**src/rtl/sar_compare_search_if.sv**
```systemverilog
// +----------------------------------------------------------------------------+
// | Module : sar_compare_search_if                                             |
// | Desc   : Request/compare/result signal bundle for sar_compare_search.      |
// | Rev    : 1.0  initial release                                              |
// +----------------------------------------------------------------------------+
`default_nettype none

interface sar_compare_search_if #(
    parameter int WIDTH = 8
);
    logic             start;
    logic             more;
    logic             less;
    logic [WIDTH-1:0] probe;
    logic             busy;
    logic             done;
    logic [WIDTH-1:0] result;
    logic             err;

    // slave: the search engine; master: the requester plus comparator
    modport slave (
        input  start, more, less,
        output probe, busy, done, result, err
    );

    modport master (
        output start, more, less,
        input  probe, busy, done, result, err
    );
endinterface

`default_nettype wire

```
**src/rtl/sar_compare_search.sv**
```systemverilog
// +----------------------------------------------------------------------------+
// | Module : sar_compare_search                                                |
// | Desc   : MSB-first successive-approximation search behind a comparator.    |
// |          Optional macro SAR_EARLY_EXIT_EN finishes on probe == target.     |
// | Rev    : 1.0  initial release                                              |
// +----------------------------------------------------------------------------+
`default_nettype none

module sar_compare_search #(
    parameter int WIDTH = 8
) (
    input  wire logic             clk,
    input  wire logic             rst_n,
    sar_compare_search_if.slave   bus
);

    localparam int                 c_IDX_W   = $clog2(WIDTH);
    localparam logic [WIDTH-1:0]   c_ONE     = WIDTH'(1);
    localparam logic [WIDTH-1:0]   c_MSB     = c_ONE << (WIDTH - 1);
    localparam logic [c_IDX_W-1:0] c_IDX_TOP = c_IDX_W'(WIDTH - 1);
    localparam logic [c_IDX_W-1:0] c_IDX_ONE = c_IDX_W'(1);

    typedef enum logic [0:0] {
        S_IDLE   = 1'b0,
        S_SEARCH = 1'b1
    } state_t;

    state_t             r_state;
    state_t             w_state_nxt;
    logic [WIDTH-1:0]   r_probe,  w_probe_nxt;
    logic [WIDTH-1:0]   r_result, w_result_nxt;
    logic [WIDTH-1:0]   r_acc,    w_acc_nxt;
    logic [c_IDX_W-1:0] r_idx,    w_idx_nxt;
    logic               r_busy,   w_busy_nxt;
    logic               r_done,   w_done_nxt;
    logic               r_err,    w_err_nxt;
    logic [WIDTH-1:0]   w_acc_upd;
    logic               w_early;

`ifdef SAR_EARLY_EXIT_EN
    assign w_early = !bus.more && !bus.less;
`else
    assign w_early = 1'b0;
`endif

    always_ff @(posedge clk or negedge rst_n) begin
        if (!rst_n) begin
            r_state  <= S_IDLE;
            r_probe  <= '0;
            r_result <= '0;
            r_acc    <= '0;
            r_idx    <= '0;
            r_busy   <= 1'b0;
            r_done   <= 1'b0;
            r_err    <= 1'b0;
        end else begin
            r_state  <= w_state_nxt;
            r_probe  <= w_probe_nxt;
            r_result <= w_result_nxt;
            r_acc    <= w_acc_nxt;
            r_idx    <= w_idx_nxt;
            r_busy   <= w_busy_nxt;
            r_done   <= w_done_nxt;
            r_err    <= w_err_nxt;
        end
    end

    always_comb begin
        w_state_nxt  = r_state;
        w_probe_nxt  = r_probe;
        w_result_nxt = r_result;
        w_acc_nxt    = r_acc;
        w_idx_nxt    = r_idx;
        w_busy_nxt   = r_busy;
        w_done_nxt   = 1'b0;
        w_err_nxt    = r_err;

        // A contradictory more&less sample has less set, so the bit clears.
        w_acc_upd        = r_acc;
        w_acc_upd[r_idx] = !bus.less;

        case (r_state)
            S_IDLE: begin
                w_probe_nxt = '0;
                w_busy_nxt  = 1'b0;
                if (bus.start) begin
                    w_state_nxt = S_SEARCH;
                    w_acc_nxt   = '0;
                    w_idx_nxt   = c_IDX_TOP;
                    w_probe_nxt = c_MSB;
                    w_busy_nxt  = 1'b1;
                    w_err_nxt   = 1'b0;
                end
            end

            S_SEARCH: begin
                if (bus.more && bus.less) begin
                    w_err_nxt = 1'b1;
                end
                if (w_early) begin
                    w_state_nxt  = S_IDLE;
                    w_result_nxt = r_probe;
                    w_done_nxt   = 1'b1;
                    w_probe_nxt  = '0;
                    w_busy_nxt   = 1'b0;
                end else if (r_idx == '0) begin
                    w_state_nxt  = S_IDLE;
                    w_result_nxt = w_acc_upd;
                    w_acc_nxt    = w_acc_upd;
                    w_done_nxt   = 1'b1;
                    w_probe_nxt  = '0;
                    w_busy_nxt   = 1'b0;
                end else begin
                    w_acc_nxt   = w_acc_upd;
                    w_idx_nxt   = r_idx - c_IDX_ONE;
                    w_probe_nxt = w_acc_upd | (c_ONE << (r_idx - c_IDX_ONE));
                end
            end

            default: begin
                w_state_nxt = S_IDLE;
            end
        endcase
    end

    assign bus.probe  = r_probe;
    assign bus.busy   = r_busy;
    assign bus.done   = r_done;
    assign bus.result = r_result;
    assign bus.err    = r_err;

endmodule

`default_nettype wire

```
**src/flat_wrapper.sv**
```systemverilog
// flat-port wrapper written by rule: the top's interface ports become plain ports
module sar_compare_search_flat 
#(
    parameter int WIDTH = 8
)
  (clk, rst_n, bus_start, bus_more, bus_less, bus_probe, bus_busy, bus_done, bus_result, bus_err);
  sar_compare_search_if #(.WIDTH(WIDTH)) bus_i ();
  input  wire logic clk;
  input  wire logic rst_n;
  input wire logic [$bits(bus_i.start)-1:0] bus_start;
  input wire logic [$bits(bus_i.more)-1:0] bus_more;
  input wire logic [$bits(bus_i.less)-1:0] bus_less;
  output wire logic [$bits(bus_i.probe)-1:0] bus_probe;
  output wire logic [$bits(bus_i.busy)-1:0] bus_busy;
  output wire logic [$bits(bus_i.done)-1:0] bus_done;
  output wire logic [$bits(bus_i.result)-1:0] bus_result;
  output wire logic [$bits(bus_i.err)-1:0] bus_err;
  assign bus_i.start = bus_start;
  assign bus_i.more = bus_more;
  assign bus_i.less = bus_less;
  assign bus_probe = bus_i.probe;
  assign bus_busy = bus_i.busy;
  assign bus_done = bus_i.done;
  assign bus_result = bus_i.result;
  assign bus_err = bus_i.err;
  sar_compare_search #(.WIDTH(WIDTH)) u_core (.clk(clk), .rst_n(rst_n), .bus(bus_i));
endmodule
```
**config.mk**
```make
export PLATFORM = sky130hd
export DESIGN_NAME = sar_compare_search_flat
export DESIGN_NICKNAME = d
export VERILOG_FILES = /design/src/rtl/sar_compare_search_if.sv /design/src/rtl/sar_compare_search.sv /design/src/flat_wrapper.sv
export SDC_FILE = /design/constraint.sdc
export NUM_CORES = 1
export LEC_CHECK = 0
export CORE_ASPECT_RATIO = 1.4
export CORE_MARGIN = 2
export CORE_UTILIZATION = 40
export DETAILED_ROUTE_END_ITERATION = 12
export GPL_TIMING_DRIVEN = 0
export PLACE_DENSITY = 0.74
export SYNTH_ARGS = -nofsm -noshare
export SYNTH_HDL_FRONTEND = slang
export SYNTH_SLANG_ARGS = --single-unit
export TNS_END_PERCENT = 30
```
**constraint.sdc**
```tcl
create_clock -name clk -period 5 [get_ports clk]
set_clock_uncertainty 0.2 [all_clocks]
set_input_delay 0.75 -clock clk [delete_from_list [all_inputs] [get_ports clk]]
set_output_delay 0.75 -clock clk [all_outputs]
set_load 0.005 [all_outputs]
```
---- Word-level counts from Yosys, hierarchy flattened ----
Index checks and enable logic that the tools add are counted.
W data, S select, Z words.
storage, ports and cells
  input bits .............................. 5
  output and inout port bits .............. 19
  register bits after elaboration ......... 31
  logic and storage cells ................. 46
operators by class
  equal/unequal tests ..................... 4
  bitwise logic cells ..................... 2
  magnitude comparators ................... 2
  reductions and logical operators ........ 7
  shift-type cells ........................ 1
  add/subtract/negate cells ............... 1
  muxes and demuxes ....................... 21
operators with widths
  kind                   number
  $pmux W8 S2            2
  $mux W8                3
  $bwmux W8              1
  $mux W1                8
  $ne A2 B2 Y1 const B   4
  $or A8 B8 Y8           1
  $shl A1 B3 Y8 const A  1
  $mux W3                2
  $pmux W1 S2            3
  $pmux W3 S2            1
  $reduce_and A2 Y1      3
  $lt A3 B4 Y1 const B   1
  $demux W1 S3           1
  $ge A3 B1 Y1 const B   1
  $logic_not A3 Y1       1
  $sub A3 B1 Y3 const B  1
  $logic_and A1 B1 Y1    2
  $logic_not A1 Y1       1
  $not A1 Y1             1

---- Longest topological paths before layout ----
  depth after elaboration ................. 8
  gate-level depth with buffers ........... 7
  depth with buffers taken out ............ 5

---- Least setup slack after synthesis ----
No wires, ideal clock.
  kind .................................... register -> register
  start point ............................. register u_core.r_idx[0]
  end point ............................... register u_core.r_probe[4], in the netlist u_core.bus.probe[4]
  data required time ...................... 4.664 ns
  period minus slack after synthesis ...... 1.768 ns
  buffers on the path ..................... 2
  path slack .............................. 3.232 ns
  arrival time ............................ 1.432 ns
  setup time .............................. 0.136 ns
  stages on the path, launching flop included .. 8
  path through ............................ dfrtp_1 buf_6 inv_1 ha_1 nand2b_1 nand2_1 clkbuf_1 o21ai_0
on the way
  longest elaborated chain between the ends .. 8
  elaborated cells between the ends (all ways) .. 12
  those cells by class .................... add/sub (1); order compare (2); shift (1); mux (5); bitwise (1); reduce/logical (2)
RTL lines
  item                                                                RTL line                   source
  start: declaration                                                  sar_compare_search.sv:33   logic [c_IDX_W-1:0] r_idx, w_idx_nxt;
  start signal: assignment                                            sar_compare_search.sv:61   r_idx <= w_idx_nxt;
  $lt A3 B4 Y1 (not written as such) or $ge A3 B1 Y1 (tied branches)  sar_compare_search.sv:80   w_acc_upd[r_idx] = !bus.less;
  $logic_and A1 B1 Y1 (not written as such)                           sar_compare_search.sv:80
  $mux W1 (not written as such)                                       sar_compare_search.sv:80
  $demux W1 S3                                                        n/a
  $bwmux W8                                                           sar_compare_search.sv:80
  $or A8 B8 Y8                                                        sar_compare_search.sv:116  w_probe_nxt = w_acc_upd | (c_ONE << (r_idx - c_IDX_ONE));
  $mux W8 *                                                           sar_compare_search.sv:106  end else if (r_idx == '0) begin
  $pmux W8 S2 *                                                       sar_compare_search.sv:82   case (r_state)
  named net u_core.w_probe_nxt[4]                                     sar_compare_search.sv:30   logic [WIDTH-1:0] r_probe, w_probe_nxt;
  end signal: assignment                                              sar_compare_search.sv:58   r_probe <= w_probe_nxt;
  end: declaration                                                    sar_compare_search.sv:30
The timed path passes the listed nets; every way through them passes the cells marked *.
A chain may end at the register's enable or synchronous reset.

---- Final worst setup path ----
  start point ............................. register u_core.r_idx[0]
  end point ............................... register u_core.r_probe[6], in the netlist u_core.bus.probe[6]
Same word-level chain as after synthesis.

==> run summary <==
die width: 55.1 um
reg-to-reg critical path startpoint: u_core.r_idx[0]
setup bufs post-CTS: 0
power consumption: 1.16 mW
core area: 0.00358 sq mm
synthesized flop and latch total: 31
count of cell types in the netlist: 31
mapped cell area: 0.00146 sq mm
CTS Buffer Depth: 2
crit-path max FO: 10
Worst setup SP type: flop
Sw Share: 37.9%
Root Buffer Master: clkbuf_8
crit end category: flop
Routed WL: 3.42 mm
Leakage: 0.827 nW
pin count of the biggest net entering global routing: 32
Worst-Margin Slew: 676 ps
sequential share of power: 34.8%
IO Count: 24
CTS Hold Buffers Added: 0
Final WS setup: 2740 ps
crit path cell chain: buf_6 > inv_1 > ha_1 > nand2b_1 > nand2_1 > clkbuf_1 > o21ai_0
row count: 26
routed via count: 1164
Skew-Pair Late Insertion Delay: 290 ps
Required @ worst endpoint: 4940 ps
pre-CTS setup slack: 2410 ps
IO buf count: 23
RSZ-0062 raised after global routing: false
Syn-to-layout area delta: 25.0%
Post-Route Utilization: 51.1%
clock power share: 17.3%
DIE AREA: 0.00416 sq mm
vias in the first global route: 1181
synthesized instance count: 145
sequential-to-total area share from yosys stat: 53.0%
max-cap viol count: 0
Top FF cell, synth: dfrtp_1
share of cells above drive strength 1: 11.4%
Syn Area/Cell: 10.1 sq um
die height: 75.6 um
TritonCTS clock tree: yes
Initial DRC Count: 36
post-route minimum period: 2260 ps
Fmax achieved: 0.443 GHz
Worst Hold Class: reg -> reg
Max VDD drop: 363 uV
drt wl/cell: 15.8 um
DP Wirelength: 2.31 mm
outcome: finished clean
CP max stage cell: clkbuf_1
CTS Buf Count: 5
most common cell after layout, fill and taps aside: dfrtp_1
Slew Limit Fails: 0
ant diodes: 0
antenna-violating nets left: 0
clk slew on worst S/H paths: 60 ps
Synth Warn #: 0
post_cts resized: 0
first-pass GRT wire length: 5.62 mm
arrival time of the worst setup path: 2200 ps
fin nets: 185
R2R depth: 7
Hold Crit Depth: 2
crit share post-route: 45.1%
initial antenna violation count: 0
Power Dens Cells: 637 mW/mm^2
ys async rst share: 100%
most frequent cells in the layout: 31 x dfrtp_1, 22 x clkdlybuf4s50_1, 16 x nand2_1, 15 x o21ai_0
Via density: 5.36
aggregate global routing overflow: 0
Initial Util: 40.9%
cell-internal power: 722 uW
crit path launch: u_core.r_idx[0]
EDFF count, synth: 0
syn nets: 155
combinational share of power: 48.0%
Hold Crit Start: u_core.bus.result[6]
Final Hold Fails: 0
Total GRT Usage: 19.6%
Final setup viols: 0
# DRC: 0
Final GP Congestion: 0.908
CTS sink cnt: 31
Psw: 442 uW
placed cells: 210
Final TNS setup: 0 ps
Max-slew headroom: 54.9%
Layout Cells excl Fill: 217
drt first pass iters: 4
crit-path max cell delay: 450 ps
WS Path Type: reg -> reg
CTS H-tree depth: 2
## cells by family after synthesis
group	Yosys count	share of synthesized area [%]
simple gates	38	14.7
fa+ha+maj	5	4.28
compound gates	46	18.2
xor+xnor	2	1.20
flops	31	53.0
buf+inv	21	7.18
mux	2	1.37
## worst max-delay path, delay by kind of cell, from the launching register on
kind            cells  cell delay [ps]
simple gates        2              210
compound gates      1              180
buf+inv             3              800
flops               1              430
fa+ha+maj           1              300
## stage by stage
stage | instance area (sq um) | hold WS (ps)
2_1_floorplan | 1460 | 254
3_3_place_gp | 1750 | 261
3_5_place_dp | 1750 | 277
4_1_cts | 1830 | 291
5_1_grt | 1830 | 326
6_report | 1830 | 282
## sequential cells by signal, summed over array words and instances (netlist names)
name / cells
u_core.bus.probe: 8
u_core.bus.result: 8
u_core.r_acc: 8
u_core.r_idx: 3
u_core.bus.busy: 1
u_core.bus.done: 1
u_core.bus.err: 1
u_core.r_state: 1
## Yosys cell counts, drive strengths merged, types with 2 or more instances
cell | count | area [sq um]
o211ai | 2 | 15.0
or3b | 3 | 33.8
o21ai | 17 | 85.1
inv | 14 | 52.6
or2 | 3 | 18.8
o22ai | 4 | 25.0
nand3b | 4 | 30.0
a22oi | 3 | 22.5
dfrtp | 31 | 776
mux2i | 2 | 20.0
a32oi | 2 | 17.5
nand2 | 16 | 60.1
a21oi | 14 | 70.1
nand3 | 3 | 15.0
ha | 5 | 62.6
nand2b | 3 | 18.8
nor2 | 3 | 11.3
buf | 6 | 48.8
## final cells by class
type,instances,area (sq um)
inverter,14,52.6
timing repair buffer,23,225
tap,42,52.6
buffer,7,52.6
clock inverter,1,5.00
clock buffer,6,82.6
multi-input combinational,93,582
fill,349,1750
sequential,31,776
## layer usage
layer  routed length [um]  track usage (%)  part of all wire, %
met1                 1370             22.8                   40
met2                 1780             32.5                   52
met3                  168             4.12                  4.9
met4                  106             11.1                  3.1
met5                    0                0                    0
## power groups by stage
| stage | clock, mW | sequential, mW | combinational (mW) |
|---|---|---|---|
| after floorplan | 0 | 0.402 | 0.340 |
| final | 0.201 | 0.405 | 0.558 |
| after global routing | 0.215 | 0.415 | 0.616 |
| after global placement | 0 | 0.401 | 0.533 |
| after CTS | 0.203 | 0.403 | 0.556 |
| after detailed placement | 0 | 0.408 | 0.550 |
## path summary, 6_finish.rpt
kind                       slack (ps)                    to
min in group asynchronous         290  u_core.bus.result[3]
min                               280  u_core.bus.result[6]
max reg2reg                      2740   u_core.bus.probe[6]
max in group asynchronous        3860  u_core.bus.result[7]
max                              2740   u_core.bus.probe[6]
min reg2reg                       280  u_core.bus.result[6]
Note: power is estimated with default switching activity, not from simulation.
